**src/rtl/usb_reply_arbiter_pkg.sv**
```systemverilog
// Shared definitions for the USB reply arbiter and the command interface.
package usb_reply_arbiter_pkg;

  typedef enum logic {
    IDLE  = 1'b0,
    ISSUE = 1'b1
  } arb_state_t;

  localparam int unsigned TAG_BYTE_W = 8;

  // Bit positions of the tag byte (the MS byte of a reply word).
  function automatic int unsigned tag_msb(input int unsigned reply_bytes);
    return reply_bytes * 8 - 1;
  endfunction

  function automatic int unsigned tag_lsb(input int unsigned reply_bytes);
    return reply_bytes * 8 - TAG_BYTE_W;
  endfunction

endpackage

```
**src/rtl/usb_reply_arbiter_rr_pick.sv**
```systemverilog
// Round-robin priority picker: first set bit of pending scanning upward from ptr.
module usb_reply_arbiter_rr_pick #(
  parameter int unsigned N    = 4,
  parameter int unsigned ID_W = $clog2(N)
) (
  input  logic [N-1:0]    pending,
  input  logic [ID_W-1:0] ptr,
  output logic [ID_W-1:0] winner,
  output logic            found
);

  // Scan ptr, ptr+1, ..., N-1, 0, ..., ptr-1 and keep the first pending index.
  always_comb begin
    int unsigned idx;
    idx    = 0;
    winner = '0;
    found  = 1'b0;
    for (int unsigned i = 0; i < N; i++) begin
      idx = (32'(ptr) + i) % N;
      if (!found && pending[ID_W'(idx)]) begin
        winner = ID_W'(idx);
        found  = 1'b1;
      end
    end
  end

endmodule

```
**src/rtl/usb_reply_arbiter.sv**
```systemverilog
// Round-robin arbiter sharing the single USB reply port among N_REQ requesters,
// each with a one-entry holding slot.
module usb_reply_arbiter
  import usb_reply_arbiter_pkg::*;
#(
  parameter int unsigned N_REQ       = 4,
  parameter int unsigned REPLY_BYTES = 4,
  parameter int unsigned TAG_REPLIES = 1,
  parameter int unsigned ID_W        = $clog2(N_REQ)
) (
  input  logic                           CLK_48,
  input  logic                           RESET_N,
  input  logic [N_REQ-1:0]               i_req,
  input  logic [N_REQ*REPLY_BYTES*8-1:0] i_req_data,
  output logic [N_REQ-1:0]               o_req_ready,
  input  logic                           i_busy,
  output logic                           o_reply,
  output logic [REPLY_BYTES*8-1:0]       o_data,
  output logic [ID_W-1:0]                o_grant_id,
  output logic [N_REQ-1:0]               o_pending
);

  localparam int unsigned DW      = REPLY_BYTES * 8;
  localparam int unsigned TAG_MSB = tag_msb(REPLY_BYTES);
  localparam int unsigned TAG_LSB = tag_lsb(REPLY_BYTES);

  arb_state_t       state;
  logic [DW-1:0]    slot_data [N_REQ];
  logic [N_REQ-1:0] pending;
  logic [N_REQ-1:0] ready;
  logic [N_REQ-1:0] accept;
  logic [N_REQ-1:0] grant_mask;
  logic [ID_W-1:0]  ptr;
  logic [ID_W-1:0]  ptr_next;
  logic [ID_W-1:0]  winner;
  logic             found;
  logic             do_grant;
  logic [DW-1:0]    win_word;

  usb_reply_arbiter_rr_pick #(
    .N    (N_REQ),
    .ID_W (ID_W)
  ) u_rr_pick (
    .pending (pending),
    .ptr     (ptr),
    .winner  (winner),
    .found   (found)
  );

  assign accept      = i_req & ready;
  assign do_grant    = (state == IDLE) && found && !i_busy;
  assign ptr_next    = (winner == ID_W'(N_REQ - 1)) ? '0 : winner + 1'b1;
  assign o_req_ready = ready;
  assign o_pending   = pending;

  // One-hot mask of the slot being granted this cycle.
  always_comb begin
    grant_mask = '0;
    if (do_grant) grant_mask[winner] = 1'b1;
  end

  // Winning slot's word, with the source index stamped into the MS byte if enabled.
  always_comb begin
    win_word = slot_data[winner];
    if (TAG_REPLIES != 0) win_word[TAG_MSB:TAG_LSB] = TAG_BYTE_W'(winner);
  end

  // Slot storage: latch a requester's word when its slot accepts.
  always_ff @(posedge CLK_48) begin
    for (int unsigned k = 0; k < N_REQ; k++) begin
      if (accept[k]) slot_data[k] <= i_req_data[k*DW +: DW];
    end
  end

  // Slot bookkeeping and IDLE/ISSUE FSM with registered reply outputs.
  // ready follows the pre-edge pending state, so a granted slot stays
  // not-ready for one extra edge and cannot be refilled while being granted.
  always_ff @(posedge CLK_48 or negedge RESET_N) begin
    if (!RESET_N) begin
      state      <= IDLE;
      ptr        <= '0;
      pending    <= '0;
      ready      <= '0;
      o_reply    <= 1'b0;
      o_data     <= '0;
      o_grant_id <= '0;
    end else begin
      pending <= (pending & ~grant_mask) | accept;
      ready   <= ~pending & ~accept;
      case (state)
        IDLE: begin
          if (do_grant) begin
            state      <= ISSUE;
            o_reply    <= 1'b1;
            o_data     <= win_word;
            o_grant_id <= winner;
            ptr        <= ptr_next;
          end
        end
        ISSUE: begin
          state   <= IDLE;
          o_reply <= 1'b0;
        end
        default: begin
          state   <= IDLE;
          o_reply <= 1'b0;
        end
      endcase
    end
  end

endmodule

```
**config.mk**
```make
export PLATFORM = sky130hd
export DESIGN_NAME = usb_reply_arbiter
export DESIGN_NICKNAME = d
export VERILOG_FILES = /design/src/rtl/usb_reply_arbiter_pkg.sv /design/src/rtl/usb_reply_arbiter_rr_pick.sv /design/src/rtl/usb_reply_arbiter.sv
export SDC_FILE = /design/constraint.sdc
export NUM_CORES = 1
export LEC_CHECK = 0
export CAP_MARGIN = 10
export CORE_AREA = 2 2 137 139
export DETAILED_ROUTE_END_ITERATION = 8
export DIE_AREA = 0 0 139 141
export PLACE_DENSITY_LB_ADDON = 0.05
export SLEW_MARGIN = 0
export SYNTH_ARGS = -nofsm -noshare
export SYNTH_HDL_FRONTEND = slang
export SYNTH_HIERARCHICAL = 1
export SYNTH_SLANG_ARGS = --single-unit
export TNS_END_PERCENT = 30
```
**constraint.sdc**
```tcl
create_clock -name CLK_48 -period 5.85 [get_ports CLK_48]
set_input_delay 0.8775 -clock CLK_48 [delete_from_list [all_inputs] [get_ports CLK_48]]
set_output_delay 0.8775 -clock CLK_48 [all_outputs]
set_load 0.01 [all_outputs]
```
## Word level (Yosys, flattened, before mapping)

Memory sizes are Yosys's and may differ from the RTL's. A register that Yosys moved wholly into a read port is not among the register bits.
Cells that the tools add are included.

- Output and inout bits: 43
- Logic and storage cells: 72
- Input bits: 135
- Bits in writable memories: 128
- Latch bits: 0
- Memories: 1
- Register bits: 40
- Memory bits (read-only): 0

- Magnitude comparators: 6
- Bitwise gates (word level): 8
- Div/mod/pow operators: 0
- Multiplexer cells: 32
- Eq/ne operators: 2
- Reductions and logical operators: 12
- Shift-type cells: 0
- $add $sub $neg: 4
- Multiply operators: 0

Memories:

| name | words | bits a word | read ports | clocked after Yosys merged registers in | wr ports | RTL line | source |
|---|---|---|---|---|---|---|---|
| slot_data | 4 | 32 | 1 | 1 | 4 | usb_reply_arbiter.sv:28 | `logic [DW-1:0] slot_data [N_REQ];` |

Operators with widths:

| cell | count |
|---|---|
| two-way mux 1 bit | 19 |
| < comparator 2 x 3 -> 1 bit (second input constant) | 5 |
| AND 4 bit | 3 |
| inverter 4 bit | 3 |
| two-way mux 2 bit | 5 |
| binary-select mux 1 bit (select 2 bit) | 4 |
| logical AND 1 bit | 6 |
| logical NOT 1 bit | 5 |
| adder 2 x 1 -> 2 bit (second input constant) | 2 |
| adder 2 bit (second input constant) | 2 |
| two-way mux 4 bit | 1 |
| OR 4 bit | 1 |
| case mux 1 bit (2 select lines) | 2 |
| demux 1 bit (select 2 bit) | 1 |
| equality test 2 bit (second input constant) | 1 |
| >= comparator 2 x 1 -> 1 bit (second input constant) | 1 |
| inequality test 2 bit (second input constant) | 1 |
| AND reduction 2 bit | 1 |
| inverter 1 bit | 1 |

## Logic depth before layout (Yosys ltp)

Gate-level depths: netlist of run 1.

- Depth after elaboration: 20
- Depth in mapped cells: 9
- Depth with buffers taken out: 7

## Hierarchy

Netlist of run 1, hierarchy kept.

By module, submodules not included:

| module | area each (um^2) | cells an instance | times used |
|---|---|---|---|
| usb_reply_arbiter | 5,127.4 | 231 | 1 |
| usb_reply_arbiter_rr_pick | 77.6 | 15 | 1 |

## Worst setup path after synthesis of run 1

No wires, ideal clock.

- Path type: register to register
- Start point: register pending[1], in the netlist o_pending[1]
- End point: register o_data[0] (read register of slot_data)
- Arrival time: 2,178 ps
- Required time: 5,725 ps
- Cell stages (with the launch flop): 8
- Slack: 3,547 ps
- Clock period less this slack: 2,303 ps
- Cells stage by stage: dfrtp_1 -> inv_1 -> a221o_1 -> a21oi_1 -> buf_6 -> buf_12 -> mux4_2 -> mux2_4

RTL lines:

| what | RTL line | source |
|---|---|---|
| start, declared | usb_reply_arbiter.sv:29 | `logic [N_REQ-1:0] pending;` |
| start signal, assigned | usb_reply_arbiter.sv:88 | `pending <= (pending & ~grant_mask) \| accept;` |
| binary-select mux 1 bit (select 2 bit) | usb_reply_arbiter_rr_pick.sv:20 | `if (!found && pending[ID_W'(idx)]) begin` |
| two-way mux 1 bit (implied by the code) | usb_reply_arbiter_rr_pick.sv:20 |  |
| two-way mux 1 bit | usb_reply_arbiter_rr_pick.sv:20 |  |
| logical NOT 1 bit | usb_reply_arbiter_rr_pick.sv:20 |  |
| logical AND 1 bit | usb_reply_arbiter_rr_pick.sv:20 |  |
| two-way mux 1 bit | usb_reply_arbiter_rr_pick.sv:20 |  |
| logical NOT 1 bit | usb_reply_arbiter_rr_pick.sv:20 |  |
| logical AND 1 bit | usb_reply_arbiter_rr_pick.sv:20 |  |
| two-way mux 1 bit | usb_reply_arbiter_rr_pick.sv:20 |  |
| logical NOT 1 bit | usb_reply_arbiter_rr_pick.sv:20 |  |
| logical AND 1 bit | usb_reply_arbiter_rr_pick.sv:20 |  |
| two-way mux 2 bit (*) | usb_reply_arbiter_rr_pick.sv:20 |  |
| net winner[0] | usb_reply_arbiter.sv:35 | `logic [ID_W-1:0] winner;` |
| end, declared | usb_reply_arbiter.sv:18 | `output logic [REPLY_BYTES*8-1:0] o_data,` |

Mark *: on every way through the listed nets, which the timed path passes. The rest lies on a longest branch. The select of a mux whose other input is x is not followed.
A chain may end at the register's enable or synchronous reset.

## Final worst setup path of run 1

- Start point: register pending[1], in the netlist o_pending[1]
- End point: register o_data[11] (read register of slot_data)

Same word-level chain as after synthesis.

==> flow_summary.ini, run 1 <==
[logic_synthesis]
synth_top_area_cell = edfxtp_1
yosysWarnings = 30
yosys-top-cells-area = edfxtp_1 (55%), dfrtp_1 (18%), mux4_2 (7.4%)
synth.avg_cell_area_um2 = 21.2
synth-seq-area-share_pct = 73.7
yosys.area.top_type_share_pct = 55.4
syn_area_um2 = 5200
syn_inst = 246
ys_seq_elements = 134
synthDistinctLibCells = 26

[die]
die-area_um2 = 19600
design.core.area_um2 = 18300
die_y_um = 141
die-width_um = 139
start_util_pct = 28.5
row_count = 50
ioPinCount = 178

[setup_path]
critPathMaxStageDelay_ns = 0.55
ff2ff_path_depth = 6
worst_ep_arrival_time_ns = 3.17
crit_path_end_kind = register
criticalPathCategory = reg -> reg
cpMaxStageDelayCell = a21oi_4
cp-startpoint = o_pending[1]
r2r_start = o_pending[1]
worstPathRequired_ns = 6.14
crit_chain = inv_1 > a221o_1 > a21oi_4 > buf_4 > mux4_2 > mux2_4
path_max_fanout = 17
critPathLaunchType = register

[run]
drv_cap = 0

[power]
clockPowerShare_pct = 28.9
p_comb_share_pct = 34.7
power_density_nw_per_um2 = 519
p_switching_uw = 1090
seq_power_share_pct = 36.3
power_leakage_uw = 0.00272
switching_share_pct = 28.2
p_int_uw = 2770
ir_drop_mv = 0.233

[sta]
rsz0062_at_grt = no
timing.final.hold_violations = 0
setup_violations = 0
period_needed_ns = 2.88
timing_max_transition_violations_final = 0
clock_skew_ns = 0.00721
fmax_mhz = 347
hold_ws_ns = 0.507
slew_headroom_pct = 30.8
finalCritPeriodShare_pct = 49.3
fin_tns_setup_ns = 0
worstMarginPinSlew_ns = 1.04

[worst_hold_path]
hp-class = reg -> reg
hold_start = o_data[15]
whs_path_depth = 1

[clock_network]
numCtsBuffers = 17
cts_tree = done
clock_path_buffers = 2
htreeDepth = 4
postCtsHoldBufs = 0
clkTransAtPathRegs_ns = 0.06
postCtsResizedCells = 0
postCtsSetupBuffers = 0
clk_latency_ns = 0.41
cts.sinks = 134
clock-root-buffer = clkbuf_16

[cells_and_area]
seqCellArea_um2 = 3830
final_cells = 643
fillerInstances = 1665
antenna_cells = 0
area_growth_pct = 42.7
finalInstanceArea_um2 = 7430
post-route-util_pct = 40.7
drive_gt1_share_pct = 21.3
multi_input_comb_area_um2 = 1240
final_nets = 535

[global_routing]
track_usage_pct = 13.2
antenna_found_initial = 0
grt_pass1_wl_um = 18500
grt_pass1_vias = 2998
grt_max_degree = 39
grt_overflow = 0

[detailed_routing]
avgRoutedWirePerCell_um = 19.1
dr.pass1.iters = 4
via_count = 2771
vias_per_cell = 4.31
ant_nets = 0
drc = 0
drt_wl_total_um = 12300
dr.first_iter.drc_count = 88

[placed_design]
portBuffers = 139
post_dp_cell_area_um2 = 6820
place_congestion = 0.708
dp.cells = 611
place.detailed.hpwl_um = 7510

[outcome]
run_status = completed
## critical path: cells and delay by family (launching register included)
kind,cells,cell delay (ns)
DFF,1,0.44
AOI/OAI and AO/OA,2,0.94
muxes,2,0.82
buffers and inverters,2,0.55
## cells in the mapped netlist, drive strengths merged
cell     number
nor3b         1
ha            4
nand2b        2
and2          4
buf          16
dfrtp        38
o221ai        1
inv           8
nor2          6
mux2         28
o21ai         1
clkbuf        1
a221o         1
edfxtp       96
a21o          4
nand4bb       4
a21oi         5
nand3         1
mux4         24
conb          1
## cell type report
cell class	count	share of cell area, %
sequential	134	51.6
timing repair buffer	143	19.1
multi-input combinational	92	16.7
clock buffer	19	5.83
tap	234	3.94
clock inverter	13	2.43
inverter	8	0.404
## placed cells by master, fill, tap and decap left out, drive strengths merged, types with 5 or more instances in the layout
cell type,netlist,routed
mux4,24,24
clkbuf,1,19
buf,16,5
edfxtp,96,96
mux2,28,28
dfrtp,38,38
nor2,6,6
inv,8,9
a21oi,5,5
clkinv,0,6
conb,1,6
clkdlybuf4s50,0,138
## worst paths after layout
path	to	slack, ns
max in group asynchronous	o_data[1]	4.55
min in group asynchronous	o_req_ready[2]	0.65
hold reg to reg	o_data[15]	0.51
setup reg to reg	o_data[11]	2.97
hold / removal	o_data[15]	0.51
setup / recovery	o_data[11]	2.97
## state kept, by name, indices dropped and copies added (netlist names)
name / cells
o_pending: 4
o_reply: 1
o_req_ready: 4
state: 1
ptr: 2
o_data: 24
o_grant_id: 2
slot_data: 96
## power groups by stage
stage	Clock (uW)	Combinational, uW	Sequential (uW)
floorplan	0	835	1450
global placement	0	1390	1410
detailed placement	0	1390	1420
CTS	1150	1390	1410
global route	1190	1460	1430
finish	1120	1340	1400
## layer usage
layer  vias to the layer above  global-route usage (%)  share of wire, %
met2                       102                    20.9                49
li1                       1259                       -                 -
met4                         0                    4.78              0.98
met3                         8                    4.89               6.4
met1                      1402                    16.6                44
met5                         -                       0                 0
## logic make-up (layout without fill, tap and decap cells)
kind of cell	count (synthesis)	after routing	share of synthesized area [%]
flip-flops	134	134	73.7
other	1	6	0.0720
AND/OR/NAND/NOR	18	18	2.26
adder cells (fa/ha/maj)	4	4	0.962
AO/OA/AOI/OAI	12	12	1.51
multiplexers	52	52	18.1
buffers and inverters	25	183	3.44
## per-stage QoR
step	worst slack, ns	power (uW)
after global routing	2.74	4090
after detailed placement	2.86	2810
after global placement	2.88	2800
after floorplan	3.55	2290
final	2.97	3860
after CTS	2.84	3950
Note: power is estimated with default switching activity, not from simulation.
==> inputs of run 2 (changes only) <==
==> constraint.sdc (replaced) <==
create_clock -name CLK_48 -period 2.5 [get_ports CLK_48]
set_input_delay 0.375 -clock CLK_48 [delete_from_list [all_inputs] [get_ports CLK_48]]
set_output_delay 0.375 -clock CLK_48 [all_outputs]
set_load 0.01 [all_outputs]
==> flow_summary.ini, run 2 (synthesis results as in run 1) <==
[detailed_routing]
ant_nets = 0
avgRoutedWirePerCell_um = 18.7
drc = 0
dr.pass1.iters = 4
vias_per_cell = 4.22
dr.first_iter.drc_count = 116
via_count = 2755
drt_wl_total_um = 12200

[power]
p_switching_uw = 2570
p_comb_share_pct = 36.8
ir_drop_mv = 0.634
power_density_nw_per_um2 = 1210
power_leakage_uw = 0.00276
p_int_uw = 6520
clockPowerShare_pct = 27.4
seq_power_share_pct = 35.8
switching_share_pct = 28.3

[clock_network]
clock-root-buffer = clkbuf_16
clkTransAtPathRegs_ns = 0.06
clk_latency_ns = 0.41
cts_tree = done
postCtsSetupBuffers = 0
postCtsHoldBufs = 1
postCtsResizedCells = 0
htreeDepth = 4
cts.sinks = 134
numCtsBuffers = 17
clock_path_buffers = 2

[sta]
timing.final.hold_violations = 0
setup_violations = 0
fmax_mhz = 454
clock_skew_ns = 0.0122
rsz0062_at_grt = no
timing_max_transition_violations_final = 0
fin_tns_setup_ns = 0
period_needed_ns = 2.20
finalCritPeriodShare_pct = 88.1

[placed_design]
place_congestion = 0.712
post_dp_cell_area_um2 = 6950
portBuffers = 139
place.detailed.hpwl_um = 8110

[die]
start_util_pct = 28.5
die-width_um = 139
die_y_um = 141
die-area_um2 = 19600
ioPinCount = 178
design.core.area_um2 = 18300
row_count = 50

[global_routing]
grt_pass1_vias = 3025
grt_max_degree = 27
grt_overflow = 0
antenna_found_initial = 0
track_usage_pct = 13.1
grt_pass1_wl_um = 18300

[setup_path]
path_max_fanout = 21
rrSetupSlack_ns = 0.30
ff2ff_path_depth = 5
critPathMaxStageDelay_ns = 0.57
criticalPathCategory = reg -> reg
crit_path_end_kind = register
cpMaxStageDelayCell = mux4_1
critPathBufInv = 1
r2r_end = o_data[16]
worstPathRequired_ns = 2.80
critPathLaunchType = register
crit_chain = a221o_1 > a21oi_4 > buf_12 > mux4_1 > mux2_2
worst_ep_arrival_time_ns = 2.50
critPathTopFamily = multiplexers
r2r_start = o_pending[2]

[cells_and_area]
finalInstanceArea_um2 = 7540
area_growth_pct = 45.0
regMostFlops = slot_data
antenna_cells = 0
final_common_cell = clkdlybuf4s50_1
final_nets = 545
largest_registers = slot_data (96), o_data (24)
largest_reg_flops = 96
drive_gt1_share_pct = 22.9
fillerInstances = 1653
multi_input_comb_area_um2 = 1240
final_cell_mix = clkdlybuf4s50_1 (138), edfxtp_1 (96), dfrtp_1 (38)
seqCellArea_um2 = 3830

[worst_hold_path]
hp-class = in -> async

[outcome]
run_status = completed

[run]
drv_cap = 0
[run 2: stage by stage]
step | setup WS [ns] | power [uW] | hold WS, ns | util [%] | cells
CTS | 0.266 | 9280 | 0.423 | 41.3 | 653
detailed placement | 0.272 | 6750 | 0.333 | 38.0 | 620
finish | 0.297 | 9090 | 0.426 | 41.3 | 653
global placement | 0.280 | 6740 | 0.330 | 38.0 | 620
floorplan | 0.197 | 5350 | 0.0794 | - | 251
global route | 0.196 | 9600 | 0.441 | 41.3 | 653
[run 2: area by class of cell]
| type | instances | area share (%) |
|---|---|---|
| Sequential cell | 134 | 50.8 |
| Timing Repair Buffer | 153 | 20.6 |
| Multi-Input combinational cell | 92 | 16.5 |
| Clock buffer | 18 | 5.69 |
| Tap cell | 234 | 3.88 |
| Clock inverter | 14 | 2.11 |
| Inverter | 8 | 0.398 |
[run 2: worst max path at each step]
stage,start,to,slack [ns],depth (start not counted)
floorplan,o_pending[1],o_data[0],0.20,7
global placement,o_pending[2],o_data[12],0.28,5
detailed placement,ptr[0],o_data[16],0.27,6
CTS,ptr[0],o_data[16],0.27,6
global route,ptr[0],o_data[18],0.20,6
finish,o_pending[2],o_data[16],0.30,5
[run 2: power groups by stage]
stage               Sequential [uW]  Clock [uW]  Combinational, uW
global route                   3340        2650               3610
floorplan                      3400           0               1950
detailed placement             3310           0               3450
finish                         3260        2490               3340
global placement               3300           0               3440
CTS                            3270        2560               3450
[run 2: routing by layer]
layer	GRT usage (%)	wire, um	vias to the layer above
li1	-	-	1281
met1	15.9	5220	1371
met2	21.5	6100	96
met3	4.52	777	7
met4	5.16	133	0
met5	0	0	-
==> variant 1, RTL diff (settings of run 2) <==
Set the parameter `N_REQ` to 2 (it was 4).
--- a/src/rtl/usb_reply_arbiter.sv
+++ b/src/rtl/usb_reply_arbiter.sv
@@ -3,7 +3,7 @@
 module usb_reply_arbiter
   import usb_reply_arbiter_pkg::*;
 #(
-  parameter int unsigned N_REQ       = 4,
+  parameter int unsigned N_REQ       = 2,
   parameter int unsigned REPLY_BYTES = 4,
   parameter int unsigned TAG_REPLIES = 1,
   parameter int unsigned ID_W        = $clog2(N_REQ)
Interface: changed (5 resized); port bits go from 178 to 107. No check against the original RTL was run, so the function may have changed too.
==> variant 1 against run 2 <==
- clock power fell by 49%
- largest cell class unchanged
- worst setup slack improved by 0.43 ns
- power fell by 41%
- synthesized area fell by 40%
- routed wire length fell by 37%
- final cell count fell by 25%
- design area fell by 40%
- sequential cell count fell by 54
- critical path depth fell by 1
- sequential power fell by 38%
- count of clock-buffer cells in the layout fell by 3
==> variant 1: results (changes against run 2) <==
metric,value,unit,change
critPathMaxStageDelay,0.44,ns,-0.13 ns
synth-adder-area-share,0,%,-0.96 points
grt_max_degree,33,,+22%
synth_edf_count,48,,-50%
use_met1,9.851,%,-6.0 points
synth_compound_area_share,1.235,%,-0.28 points
synthMuxAreaShare,21.71,%,+3.6 points
n_fill_cell,1918,,+16%
wl_met1,3277,µm,-37%
place.gp.congestion,0.6366,,-11%
async_reset_ff_share,40.00,%,+12 points
peakVddDrop,0.3979,mV,-37%
clk-power,1.27,mW,-49%
r2r-end,o_data[2]$_DFFE_PN0P_,,
p_sw_share,27.89,%,-0.40 points
num_vias,1639,,-41%
wl_met2,3820,µm,-37%
cts-htree-levels,3,,-1
numCtsBuffers,9,,-8
dr.pass1.iters,3,,-1
clk_latency,0.34,ns,-0.07 ns
grt_usage,8.272,%,-4.8 points
critPathSlowestCell,dfrtp_1,,
io_buffers,83,,-40%
layout-drive-gt1-share,26.64,%,+3.7 points
status,"complete, no violations",,
synth.area.top_cells,"edfxtp_1, dfrtp_1, mux2_4",,
grt_pass1_wl,11500,µm,-37%
grt_util_met3,2.615,%,-1.9 points
power.leakage,1.720,nW,-38%
## variant 1: cell count changes after synthesis, sizes merged, moves of 2 or more
cell,delta
dfrtp,-6
nor2,-6
ha,-4
inv,-4
mux2,+21
mux4,-24
buf,-2
nand4bb,-4
edfxtp,-48
and2,-3
a21o,-4
## variant 1: area by class of cell
class                           instances  area (µm²)  share of cell area [%]
Inverter                                4       15.01                  0.3323
Clock buffer                           15       247.7                   5.483
Tap cell                              234       292.8                   6.480
Multi-Input combinational cell         69       799.5                   17.70
Clock inverter                          1       30.03                  0.6646
Sequential cell                        80        2242                   49.63
Timing Repair Buffer                   90       890.9                   19.72
## variant 1: metrics by stage
step           area (µm²)  cells  hold WS (ns)  utilization (%)
2_1_floorplan        3163    167       0.07941                -
3_5_place_dp         4240    477        0.4809            23.21
3_3_place_gp         4240    477        0.4767            23.21
6_report             4518    493        0.1488            24.73
4_1_cts              4518    493        0.1873            24.73
5_1_grt              4518    493        0.2344            24.73
==> variant 2, RTL diff (flow settings as in run 2) <==
Without the edit above. Make the reset (`RESET_N`) synchronous in one clocked block.
--- a/src/rtl/usb_reply_arbiter.sv
+++ b/src/rtl/usb_reply_arbiter.sv
@@ -75,7 +75,7 @@
   // Slot bookkeeping and IDLE/ISSUE FSM with registered reply outputs.
   // ready follows the pre-edge pending state, so a granted slot stays
   // not-ready for one extra edge and cannot be refilled while being granted.
-  always_ff @(posedge CLK_48 or negedge RESET_N) begin
+  always_ff @(posedge CLK_48) begin
     if (!RESET_N) begin
       state      <= IDLE;
       ptr        <= '0;
Formal check against the unedited RTL: differs if RESET_N is asserted again (counterexample within 4 cycles, from zero or initial values and one cycle with RESET_N low); with RESET_N held inactive, the same outputs for 4 cycles.
==> variant 2 against run 2 <==
- fmax increased by 1.0%
- count of clock-buffer cells in the layout is the same
- critical path type unchanged
- design area decreased by 3.9%
- global-route usage increased by 0.15 points
- largest cell class unchanged
- sequential cell count did not move
- synthesized area shrank 5.6%
- routed wire length rose by 2.0%
- critical path depth rose by 1
- critical endpoint is now o_data[9]$_SDFFE_PN0P_
- worst setup slack improved by 0.022 ns
Power is not compared: it rests on default switching activity, and its combinational part moved more than twofold at a synthesized area within 25%.
==> variant 2: results (changes against run 2) <==
metric,value,unit,change
wire_per_inst,18.81,µm,+0.45%
final_net_count,555,,+1.8%
place.gp.congestion,0.7342,,+3.1%
crit_path_max_fanout,10,,-52%
async_reset_ff_share,0,%,-28 points
drtIter0Drc,164,,+41%
synth_edf_count,96,,unchanged
viasPerCell,4.329,,+2.6%
layout-drive-gt1-share,17.48,%,-5.4 points
yosysSeqAreaShare,74.12,%,+0.46 points
arrival,2.49,ns,about the same
grt_pass1_wl,18490,µm,+1.1%
ys_types,31,,+19%
clock_skew,0.01392,ns,+0.001760 ns
n_fill_cell,1700,,+2.8%
synth.area.top_cells,"edfxtp_1, dfxtp_1, mux4_2",,
ys_top_cells_by_count,"edfxtp_1, dfxtp_1, a22o_1, mux4_2, buf_4",,
grt_usage,13.22,%,+0.15 points
cts_hold_buffers,0,,-1
hp-class,register to register,,
status,"complete, no violations",,
grt_pass1_vias,3091,,+2.2%
dr.pass1.iters,4,,unchanged
reg_top3,"slot_data: 96 flops, o_data: 26 flops",,
setup-violations-final,0,,unchanged
[variant 2: changes by cell type after synthesis, moves of 5 or more]
cell,delta
a22o_1,+24
mux4_1,-7
mux4_2,+7
dfxtp_1,+38
nor2_1,-5
dfrtp_1,-38
nand2_1,+7
mux2_4,-16
nor3b_1,+5
mux2_2,-12
a21boi_0,+7
[variant 2: cells by family (layout without fill, tap and decap cells)]
logic type / Yosys count / count (layout) / share of synthesized area [%]
compound gates: 44 / 44 / 7.101
fa+ha+maj: 4 / 4 / 1.018
buf+inv: 29 / 193 / 3.690
flops: 134 / 134 / 74.12
mux: 24 / 24 / 11.00
other cells: 1 / 6 / 0.07628
simple gates: 24 / 24 / 3.003
[variant 2: report_power, final]
part	switching, mW	total [mW]	internal [mW]
clock network	0.959	2.52	1.56
registers	0.0557	2.58	2.53
logic	0.314	0.765	0.451
[variant 2: worst paths after layout]
check                                             start                      end  slack [ns]  cells past startpoint
worst max register to register      ptr[0]$_SDFFE_PN0P_   o_data[9]$_SDFFE_PN0P_        0.32                      6
worst min register to register  o_data[19]$_SDFFE_PN0P_  o_data[19]$_SDFFE_PN0P_        0.48                      1
worst max-delay path                ptr[0]$_SDFFE_PN0P_   o_data[9]$_SDFFE_PN0P_        0.32                      6
worst min-delay path            o_data[19]$_SDFFE_PN0P_  o_data[19]$_SDFFE_PN0P_        0.48                      1
[variant 2: metal layers]
metal  part of all wire, %  track usage (%)  vias to the layer above
li1                      -                -                     1331
met1                    45            16.76                     1437
met2                    49            21.29                       92
met3                   5.1            4.755                       10
met4                   1.1            4.200                        0
met5                     0                0                        -
[variant 2: critical path: stages (launching register included)]
cell	delay, ns
dfxtp_1	0.39
inv_2	0.05
a221o_1	0.36
a21oi_4	0.28
buf_4	0.29
mux4_2	0.52
a22o_1	0.19
[variant 2: per-stage QoR]
stage | util, % | total power, mW | worst slack (ns) | cells | area, µm²
after floorplan | - | 2.991 | 0.1442 | 265 | 4935
after global placement | 36.49 | 3.411 | 0.3446 | 631 | 6665
after detailed placement | 36.49 | 3.413 | 0.3131 | 631 | 6665
after CTS | 39.70 | 5.954 | 0.3000 | 663 | 7252
after global routing | 39.70 | 6.113 | 0.2223 | 663 | 7252
final | 39.70 | 5.865 | 0.3183 | 663 | 7252
[variant 2: cell type report]
class                   instances  area share, %
repair buffers                153          21.32
inverters                       8         0.4141
clock buffers                  18          5.918
clock inverters                14          2.174
flip-flops and latches        134          50.24
well taps                     234          4.037
multi-input cells             102          15.89
